**src/rtl/cdb_arbiter.sv**
```systemverilog
// -----------------------------------------------------------------------------
// cdb_arbiter
//   Shares two Common Data Bus lanes among four result sources (FU1..FU3 and
//   the memory unit). Each source owns a one-entry holding register. Pending
//   entries are granted in round-robin order starting at r_rr. The first
//   pending entry goes to lane 1 and the second to lane 2. Lane payloads are
//   registered. The lanes have no backpressure.
//
// Ports
//   clk, rst              sole clock, synchronous active-high reset
//   flush                 synchronous squash from the ROB
//   req_valid_i           source i presents a result (i = 1..4)
//   req_ready_i           source i result is accepted on this edge if valid
//   req_ROBEN_i           destination ROB entry of source i
//   req_Write_Data_i      result value of source i
//   req_EXCEPTION_i       result of source i raised an exception
//   out_valid_j           CDB lane j carries a broadcast (j = 1..2)
//   out_ROBEN_j           lane j ROB entry (registered)
//   out_Write_Data_j      lane j result value (registered)
//   out_EXCEPTION_j       lane j exception flag (registered)
// -----------------------------------------------------------------------------
module cdb_arbiter #(
    parameter int ROB_SIZE_bits = 4
) (
    input  logic                   clk,
    input  logic                   rst,
    input  logic                   flush,

    input  logic                   req_valid_1,
    output logic                   req_ready_1,
    input  logic [ROB_SIZE_bits:0] req_ROBEN_1,
    input  logic [31:0]            req_Write_Data_1,
    input  logic                   req_EXCEPTION_1,

    input  logic                   req_valid_2,
    output logic                   req_ready_2,
    input  logic [ROB_SIZE_bits:0] req_ROBEN_2,
    input  logic [31:0]            req_Write_Data_2,
    input  logic                   req_EXCEPTION_2,

    input  logic                   req_valid_3,
    output logic                   req_ready_3,
    input  logic [ROB_SIZE_bits:0] req_ROBEN_3,
    input  logic [31:0]            req_Write_Data_3,
    input  logic                   req_EXCEPTION_3,

    input  logic                   req_valid_4,
    output logic                   req_ready_4,
    input  logic [ROB_SIZE_bits:0] req_ROBEN_4,
    input  logic [31:0]            req_Write_Data_4,
    input  logic                   req_EXCEPTION_4,

    output logic                   out_valid_1,
    output logic [ROB_SIZE_bits:0] out_ROBEN_1,
    output logic [31:0]            out_Write_Data_1,
    output logic                   out_EXCEPTION_1,

    output logic                   out_valid_2,
    output logic [ROB_SIZE_bits:0] out_ROBEN_2,
    output logic [31:0]            out_Write_Data_2,
    output logic                   out_EXCEPTION_2
);

    localparam int RW = ROB_SIZE_bits + 1;

    // Source-side inputs gathered into vectors, index 0 = source 1.
    logic [3:0]           w_vld;
    logic [3:0][RW-1:0]   w_rob;
    logic [3:0][31:0]     w_dat;
    logic [3:0]           w_exc;

    assign w_vld = {req_valid_4, req_valid_3, req_valid_2, req_valid_1};
    assign w_rob = {req_ROBEN_4, req_ROBEN_3, req_ROBEN_2, req_ROBEN_1};
    assign w_dat = {req_Write_Data_4, req_Write_Data_3, req_Write_Data_2, req_Write_Data_1};
    assign w_exc = {req_EXCEPTION_4, req_EXCEPTION_3, req_EXCEPTION_2, req_EXCEPTION_1};

    // Holding registers, round-robin pointer and lane registers.
    logic [3:0]           r_hv;
    logic [3:0][RW-1:0]   r_rob;
    logic [3:0][31:0]     r_dat;
    logic [3:0]           r_exc;
    logic [1:0]           r_rr;

    logic [1:0]           r_ov;
    logic [1:0][RW-1:0]   r_orob;
    logic [1:0][31:0]     r_odat;
    logic [1:0]           r_oexc;

    // Arbitration results.
    logic                 w_g1_vld;
    logic                 w_g2_vld;
    logic [1:0]           w_g1_idx;
    logic [1:0]           w_g2_idx;
    logic [1:0]           w_scan;
    logic [1:0]           w_rr_nxt;
    logic [3:0]           w_grant;
    logic [3:0]           w_rdy;
    logic [3:0]           w_acc;

    // Scan pending entries from r_rr upwards (mod 4). The first hit goes to
    // lane 1 and the second hit goes to lane 2.
    always_comb begin
        w_g1_vld = 1'b0;
        w_g2_vld = 1'b0;
        w_g1_idx = '0;
        w_g2_idx = '0;
        w_scan   = '0;
        for (int unsigned k = 0; k < 4; k++) begin
            w_scan = r_rr + k[1:0];
            if (r_hv[w_scan]) begin
                if (!w_g1_vld) begin
                    w_g1_vld = 1'b1;
                    w_g1_idx = w_scan;
                end else if (!w_g2_vld) begin
                    w_g2_vld = 1'b1;
                    w_g2_idx = w_scan;
                end
            end
        end

        w_grant = '0;
        if (w_g1_vld) w_grant[w_g1_idx] = 1'b1;
        if (w_g2_vld) w_grant[w_g2_idx] = 1'b1;

        // The pointer moves past the last source that was granted.
        if (w_g2_vld)      w_rr_nxt = w_g2_idx + 2'd1;
        else if (w_g1_vld) w_rr_nxt = w_g1_idx + 2'd1;
        else               w_rr_nxt = r_rr;
    end

    // Ready depends only on state, never on req_valid. A slot that is being
    // granted this edge can take a new result in the same edge.
    assign w_rdy = (~r_hv | w_grant) & {4{~(flush | rst)}};
    assign w_acc = w_vld & w_rdy;

    always_ff @(posedge clk) begin
        if (rst) begin
            r_hv   <= '0;
            r_rob  <= '0;
            r_dat  <= '0;
            r_exc  <= '0;
            r_rr   <= '0;
            r_ov   <= '0;
            r_orob <= '0;
            r_odat <= '0;
            r_oexc <= '0;
        end else if (flush) begin
            r_hv <= '0;
            r_ov <= '0;
            r_rr <= '0;
        end else begin
            for (int unsigned i = 0; i < 4; i++) begin
                // A new accept wins over the clear-on-grant.
                if (w_acc[i[1:0]]) begin
                    r_hv[i[1:0]]  <= 1'b1;
                    r_rob[i[1:0]] <= w_rob[i[1:0]];
                    r_dat[i[1:0]] <= w_dat[i[1:0]];
                    r_exc[i[1:0]] <= w_exc[i[1:0]];
                end else if (w_grant[i[1:0]]) begin
                    r_hv[i[1:0]] <= 1'b0;
                end
            end

            r_ov <= {w_g2_vld, w_g1_vld};
            if (w_g1_vld) begin
                r_orob[0] <= r_rob[w_g1_idx];
                r_odat[0] <= r_dat[w_g1_idx];
                r_oexc[0] <= r_exc[w_g1_idx];
            end
            if (w_g2_vld) begin
                r_orob[1] <= r_rob[w_g2_idx];
                r_odat[1] <= r_dat[w_g2_idx];
                r_oexc[1] <= r_exc[w_g2_idx];
            end
            r_rr <= w_rr_nxt;
        end
    end

    assign req_ready_1 = w_rdy[0];
    assign req_ready_2 = w_rdy[1];
    assign req_ready_3 = w_rdy[2];
    assign req_ready_4 = w_rdy[3];

    assign out_valid_1      = r_ov[0];
    assign out_ROBEN_1      = r_orob[0];
    assign out_Write_Data_1 = r_odat[0];
    assign out_EXCEPTION_1  = r_oexc[0];

    assign out_valid_2      = r_ov[1];
    assign out_ROBEN_2      = r_orob[1];
    assign out_Write_Data_2 = r_odat[1];
    assign out_EXCEPTION_2  = r_oexc[1];

endmodule

```
**config.mk**
```make
export PLATFORM = sky130hd
export DESIGN_NAME = cdb_arbiter
export DESIGN_NICKNAME = d
export VERILOG_FILES = /design/src/rtl/cdb_arbiter.sv
export SDC_FILE = /design/constraint.sdc
export NUM_CORES = 1
export LEC_CHECK = 0
export ABC_AREA = 1
export BUFFER_PORTS_ARGS = -buffer_cell sky130_fd_sc_hd__buf_2
export CAP_MARGIN = 10
export CORE_ASPECT_RATIO = 0.5
export CORE_UTILIZATION = 57
export DETAILED_ROUTE_END_ITERATION = 10
export PLACE_DENSITY_LB_ADDON = 0.15
export SLEW_MARGIN = 10
export SYNTH_ARGS = -nofsm -noshare
export SYNTH_HDL_FRONTEND = slang
export SYNTH_SLANG_ARGS = --single-unit
```
**constraint.sdc**
```tcl
create_clock -name clk -period 2.8 [get_ports clk]
set_input_delay 0.14 -clock clk [delete_from_list [all_inputs] [get_ports clk]]
set_output_delay 0.14 -clock clk [all_outputs]
set_load 0.005 [all_outputs]
```
# Yosys cells after proc, flatten, opt, wreduce, memory -nomap -nowiden
# Index checks and enable logic that the tools add are counted.
dict set report op_classes {
  n_addsub 5
  magnitude_cmp 8
  n_mux 61
  bitwise 8
  n_reduce_logical 14
}
# op n
set op_table {}
lappend op_table {{binary-select mux 32 bit (select 2 bit)} 2}
lappend op_table {{two-way mux 32 bit} 2}
lappend op_table {{two-way mux 2 bit} 17}
lappend op_table {{two-way mux 1 bit} 26}
lappend op_table {{binary-select mux 5 bit (select 2 bit)} 2}
lappend op_table {{less-than comparator 2 x 3 -> 1 bit, second input constant} 6}
lappend op_table {{binary-select mux 1 bit (select 2 bit)} 6}
lappend op_table {{AND reduction 2 bit} 6}
lappend op_table {{two-way mux 5 bit} 2}
lappend op_table {{nonzero test 2 bit} 5}
lappend op_table {{AND 4 bit} 2}
lappend op_table {{two-way mux 4 bit} 2}
lappend op_table {{OR 4 bit} 2}
lappend op_table {{adder 2 x 1 -> 2 bit, second input constant} 3}
lappend op_table {{adder 2 bit, second input constant} 2}
lappend op_table {{demux 1 bit (select 2 bit)} 2}
lappend op_table {{greater-or-equal comparator 2 x 1 -> 1 bit, second input constant} 2}
lappend op_table {{inverter 4 bit} 1}
lappend op_table {{logical AND 1 bit} 2}
lappend op_table {{inverter 1 bit} 2}
lappend op_table {{OR reduction 2 bit} 1}
lappend op_table {{OR 1 bit} 1}
dict set report word_totals {
  register_bits 236
  in_bits 159
  wordCells 120
}

# Depth between registers and ports, before layout
dict set report logic_depth {
  ltp_word 21
  mapped_depth 20
  mapped_depth_nobuf 19
}

# Least setup slack after synthesis
# No wires, ideal clock.
dict set report synth_timing {
  kind {register to register}
  from {reg r_rr[0]}
  to {reg r_dat[108] (netlist name)}
  setup_ns 0.110
  arrival_time_ns 2.284
  required_ns 2.690
  path_slack_ns 0.406
  path_stages_with_launch 19
  synth_period_minus_slack_ns 2.394
  cell_sequence {dfxtp_1 buf_2 nand2_1 nand3_2 nand2_4 ha_1 nand2_1 nand2_1 nand2_1 nand3_1 nand2_2 nor2_2 nor2_1 a21oi_2 buf_2 buf_4 nand3_1 nand2_1 nor2_1}
}
dict set report synth_via {
  elab_chain_cells 21
  word_cells_on_any_way 53
  cone_classes {add/sub: 3; order compare: 4; mux: 39; bitwise: 4; reduce/logical: 3}
}
# item line_no
set synth_lines {}
lappend synth_lines {{from (decl)} 82} ;# logic [1:0] r_rr;
lappend synth_lines {{from (signal assigned)} 175} ;# r_rr <= w_rr_nxt;
lappend synth_lines {{branches (longest 16 deep; another with less-than comparator 2 x 3 -> 1 bit)} n/a}
lappend synth_lines {{two-way mux 4 bit (*)} 123} ;# if (w_g2_vld) w_grant[w_g2_idx] = 1'b1;
lappend synth_lines {{OR 4 bit (*)} 133} ;# assign w_rdy = (~r_hv | w_grant) & {4{~(flush | rst)}};
lappend synth_lines {{AND 4 bit (*)} 133}
lappend synth_lines {{AND 4 bit (*)} 134} ;# assign w_acc = w_vld & w_rdy;
lappend synth_lines {{AND reduction 2 bit (no source line) (*)} n/a}
lappend synth_lines {{to (signal, indexed assignment)} 157} ;# r_dat[i[1:0]] <= w_dat[i[1:0]];
lappend synth_lines {{to (decl)} 80} ;# logic [3:0][31:0] r_dat;
# Every way passes the cells marked *. The select of a mux whose other input is x is not followed.
# A chain may end at the register's enable or synchronous reset.

# Worst setup path in the final report
dict set report layout_timing {
  from {reg r_rr[0]}
  to {out req_ready_1}
}
dict set report layout_via {
  elab_chain_cells 19
  word_cells_on_any_way 51
  cone_classes {add/sub: 3; order compare: 4; mux: 39; bitwise: 3; reduce/logical: 2}
}
# item line_no
set layout_lines {}
lappend layout_lines {{branches (longest 16 deep; another with less-than comparator 2 x 3 -> 1 bit)} n/a}
lappend layout_lines {{two-way mux 4 bit (*)} 123}
lappend layout_lines {{OR 4 bit (*)} 133}
lappend layout_lines {{AND 4 bit (*)} 133}
lappend layout_lines {{to (decl)} 30} ;# output logic req_ready_1,
# Marks and branches as above.

==> key figures <==
Power and ir drop
  • Internal Dissipation: 0.007511 W
  • Switching part of the total power: 41.34%
  • PwrDens: 743.9 nW/um^2
  • Relative contribution of sequential cells to total power: 32.1%
  • Switching power summed over all nets: 0.005293 W
  • Power consumption: 0.01280 W
  • Clock power share: 24.0%
  • Leakage power figure: 9.729 nW
  • Fraction of power consumed by combinational cells: 44.0%
  • Max VDD drop: 0.6337 mV

Setup path
  • Signal arrival time at the worst endpoint: 2.59 ns
  • Endpoint required time on the critical path: 2.66 ns
  • Worst-path cell chain: buf_6, nand2_2, nand2_2, nand2_2, nand2_4, buf_4, nand2_2, nand2_1, nand2_1, nand2_1, nand3_1, nand2_4, nand2_1, a31oi_4, buf_2
  • Type of the worst setup path: reg -> out
  • Delay-heaviest family, CP: simple AND/OR/NAND/NOR gates
  • Reg-to-reg slack, setup: 0.10 ns
  • Kind of capture point of the worst setup path: primary output
  • Kind of start point of the critical path: register
  • Biggest cell delay along the critical path: 0.38 ns
  • Biggest fanout along the worst timing path: 7
  • CP max stage cell: sky130_fd_sc_hd__dfxtp_4
  • WP buf/inv: 3

Synthesis
  • Syn Area/Cell: 5.936 sq um
  • Post-Syn Instances: 2,198
  • Mapped Area: 13,050 sq um
  • Net Count, Synth: 2,359
  • Synth unique cells: 30
  • Number of warnings issued by yosys: 0
  • Number of register bits inferred by synthesis: 236
  • Portion of the post-synthesis area used by sequential elements: 36.21%

CTS
  • Clock root buffer: sky130_fd_sc_hd__clkbuf_16
  • CTS max path bufs: 3
  • Clock tree from TritonCTS: built
  • Depth of the CTS H-tree: 1
  • Latest clock arrival within the worst-skew pair: 0.53 ns
  • Clock-pin transition on the worst setup and hold timing paths: 0.07 ns
  • CTS sink cnt: 236
  • Number of CTS-inserted buffers: 23

Floorplan
  • Die area: 23,530 sq um
  • I/O pin count: 241
  • Std-Cell Rows: 38
  • Die height: 109.0 um
  • Core region area: 22,060 sq um
  • Initial core utilization: 59.14%
  • Die X-Extent: 216.0 um

Timing
  • Hold Slack: 0.009555 ns
  • Unrepaired setup endpoints after global routing: yes
  • Shortest period the worst path allows: 2.729 ns
  • Final Hold Fails: 0
  • Count of pins over their slew limit: 0
  • F_max: 366.4 MHz
  • Final setup viols: 0
  • Portion of the clock cycle consumed by the worst path in the final layout: 97.48%
  • Worst clock skew: 0.009988 ns
  • Measured slew at the worst slew-check pin: 0.7358 ns
  • Worst slew margin relative to its limit: 50.95%

Final layout
  • Synthesis-to-finish area growth: 31.93%
  • Final standard cell utilization of the core: 78.02%
  • Layout cell share with drive strength beyond 1: 15.83%
  • Summed area of non-filler cells in the final layout: 17,210 sq um
  • Nets@finish: 2,704

Global routing
  • Maximum number of pins on one net before global-route repair: 77
  • Global-route wire length before repair: 73,040 um
  • Via count of the first global-routing pass: 14,347
  • Number of antenna violations at the first check in global routing: 1
  • Overall overflow remaining after global route: 0
  • Global-route total usage across every layer: 39.59%

Detailed routing
  • DR DRC count: 0
  • Average routed wire per standard cell: 16.59 um
  • Total number of vias: 15,103
  • Starting DRT DRC Count: 1,841
  • Number of vias per cell: 5.279
  • Wire length after detailed routing: 47,470 um
  • DR pass1 iterations: 6
  • Final ANT Viol Nets: 0

Status
  • Run status: finished, final reports clean

Placement
  • Post-DP HPWL: 27,830 um
  • Count of buffers from port buffering: 240
  • Area after detailed placement: 14,750 sq um
  • Final estimated routing congestion in global placement: 0.9329

Hold path
  • Worst hold-check path type: in -> reg

Run
  • Max-Cap Viols: 0
[final cells by class]
type,count,area (sq um)
diodes,2,5.005
clock buffers,35,680.7
clock inverters,6,36.28
fillers,1706,4850
inverters,494,1862
multi-input cells,1333,6016
flip-flops and latches,236,4730
well taps,300,375.4
repair buffers,455,3507
[cells by family (layout without fill, tap and decap cells)]
logic type	Yosys count	after routing	synth area share [%]
adders and majority gates	2	2	0.1918
DFF	236	236	36.21
AOI/OAI and AO/OA	183	183	7.797
and+or+nand+nor	1148	1148	36.86
other	0	2	0
buffers and inverters	629	990	18.94
[Yosys cell counts]
cell / number / area (sq um)
sky130_fd_sc_hd__a31oi_1: 14 / 87.58
sky130_fd_sc_hd__nand2_2: 8 / 50.05
sky130_fd_sc_hd__nor2_2: 2 / 12.51
sky130_fd_sc_hd__nor2_1: 197 / 739.5
sky130_fd_sc_hd__clkinv_1: 1 / 3.750
sky130_fd_sc_hd__a41oi_1: 10 / 87.58
sky130_fd_sc_hd__a21oi_2: 1 / 8.760
sky130_fd_sc_hd__nand4_1: 94 / 588.1
sky130_fd_sc_hd__nand2_1: 705 / 2646
sky130_fd_sc_hd__o21ai_0: 57 / 285.3
sky130_fd_sc_hd__buf_1: 18 / 67.56
sky130_fd_sc_hd__clkbuf_1: 58 / 217.7
sky130_fd_sc_hd__nand3_1: 131 / 655.6
sky130_fd_sc_hd__dfxtp_1: 236 / 4725
sky130_fd_sc_hd__nand3b_1: 1 / 7.510
sky130_fd_sc_hd__a22oi_1: 11 / 82.58
sky130_fd_sc_hd__nand2_4: 2 / 22.52
sky130_fd_sc_hd__nand3_2: 6 / 60.06
sky130_fd_sc_hd__inv_2: 13 / 48.80
sky130_fd_sc_hd__inv_1: 480 / 1802
sky130_fd_sc_hd__o21bai_1: 3 / 22.52
sky130_fd_sc_hd__o21ai_2: 2 / 17.52
sky130_fd_sc_hd__a21oi_1: 84 / 420.4
sky130_fd_sc_hd__buf_6: 3 / 33.78
sky130_fd_sc_hd__ha_1: 2 / 25.02
sky130_fd_sc_hd__nor2_8: 1 / 20.02
sky130_fd_sc_hd__or2_2: 1 / 6.260
sky130_fd_sc_hd__o21ai_1: 1 / 5.000
sky130_fd_sc_hd__buf_4: 7 / 52.55
sky130_fd_sc_hd__buf_2: 49 / 245.2
[worst register-to-register path: stages, from the launching register on]
cell and delay, ns:
sky130_fd_sc_hd__dfxtp_4 0.38, sky130_fd_sc_hd__buf_6 0.13, sky130_fd_sc_hd__nand2_2 0.06, sky130_fd_sc_hd__nand2_2 0.09, sky130_fd_sc_hd__nand2_2 0.07, sky130_fd_sc_hd__nand2_4 0.14, sky130_fd_sc_hd__buf_4 0.13, sky130_fd_sc_hd__nand2_2 0.10
sky130_fd_sc_hd__nand2_1 0.08, sky130_fd_sc_hd__nand2_1 0.06, sky130_fd_sc_hd__nand2_1 0.12, sky130_fd_sc_hd__nand3_1 0.14, sky130_fd_sc_hd__nand2_4 0.12, sky130_fd_sc_hd__nand2_1 0.12, sky130_fd_sc_hd__nand3_2 0.15, sky130_fd_sc_hd__nand3_4 0.18
sky130_fd_sc_hd__buf_12 0.25, sky130_fd_sc_hd__nand2_1 0.12, sky130_fd_sc_hd__inv_1 0.06, sky130_fd_sc_hd__nor2_1 0.12
[placed cells by master (no fill, tap or decap), types with 2 or more instances in the layout]
cell | netlist | layout
sky130_fd_sc_hd__a21oi_1 | 84 | 84
sky130_fd_sc_hd__a22oi_1 | 11 | 11
sky130_fd_sc_hd__a31oi_1 | 14 | 12
sky130_fd_sc_hd__a41oi_1 | 10 | 10
sky130_fd_sc_hd__buf_12 | 0 | 23
sky130_fd_sc_hd__buf_2 | 49 | 240
sky130_fd_sc_hd__buf_4 | 7 | 40
sky130_fd_sc_hd__clkbuf_1 | 58 | 6
sky130_fd_sc_hd__clkbuf_16 | 0 | 23
sky130_fd_sc_hd__clkbuf_8 | 0 | 6
sky130_fd_sc_hd__clkinv_2 | 0 | 4
sky130_fd_sc_hd__dfxtp_1 | 236 | 234
sky130_fd_sc_hd__diode_2 | 0 | 2
sky130_fd_sc_hd__dlygate4sd3_1 | 0 | 150
sky130_fd_sc_hd__inv_1 | 480 | 477
sky130_fd_sc_hd__inv_2 | 13 | 14
sky130_fd_sc_hd__inv_6 | 0 | 2
sky130_fd_sc_hd__nand2_1 | 705 | 693
sky130_fd_sc_hd__nand2_2 | 8 | 16
sky130_fd_sc_hd__nand2_4 | 2 | 6
sky130_fd_sc_hd__nand3_1 | 131 | 127
sky130_fd_sc_hd__nand3_2 | 6 | 8
sky130_fd_sc_hd__nand3_4 | 0 | 2
sky130_fd_sc_hd__nand4_1 | 94 | 94
sky130_fd_sc_hd__nor2_1 | 197 | 193
sky130_fd_sc_hd__nor2_4 | 0 | 5
sky130_fd_sc_hd__o21ai_0 | 57 | 57
sky130_fd_sc_hd__o21ai_2 | 2 | 3
sky130_fd_sc_hd__o21bai_1 | 3 | 3
[power groups by stage]
stage / Clock (W) / Combinational, W / Sequential [W]
floorplan: 0 / 0.00297 / 0.00415
global placement: 0 / 0.00503 / 0.00415
detailed placement: 0 / 0.00506 / 0.00415
CTS: 0.00306 / 0.00530 / 0.00409
global route: 0.00320 / 0.00609 / 0.00415
finish: 0.00307 / 0.00563 / 0.00410
[registers in the layout, summed over array words and instances, names as in the netlist]
register	flops
r_ov	2
out_ROBEN_1	5
out_ROBEN_2	5
r_rob	20
r_hv	4
r_dat	128
out_Write_Data_1	32
r_rr	2
r_oexc	2
out_Write_Data_2	32
r_exc	4
[routing by layer]
layer / share of wire [%] / global-route usage, % / wire [um]
met3: 10 / 7.280 / 4843
met2: 45 / 66.47 / 21560
met1: 40 / 49.99 / 19140
met5: 0 / 0 / 0
met4: 4.1 / 18.36 / 1925
[stage by stage]
stage               setup WS, ns  setup TNS, ns  std cells
floorplan                 0.4061              0       2198
global placement          0.1894              0       2657
detailed placement       0.07709              0       2657
CTS                     0.002998              0       2852
global route            -0.02352       -0.06286       2860
finish                   0.07064              0       2861
[path summary, 6_finish.rpt]
path,startpoint,end,cells past startpoint
setup / recovery,r_rr[0],req_ready_1,15
hold reg to reg,r_dat[90],out_Write_Data_1[26],2
setup reg to reg,r_rr[0],r_dat[2],19
hold / removal,req_Write_Data_4[0],r_dat[96],5
[what timing repair did]
action                                 CTS  global route
pin swaps                                3            13
endpoints found under the hold margin  150             0
setup buffers                            3             7
gates cloned                             1             0
setup endpoints to repair                3            84
resized for setup                        5            27
hold buffers                           150             0
Note: power is estimated with default switching activity, not from simulation.
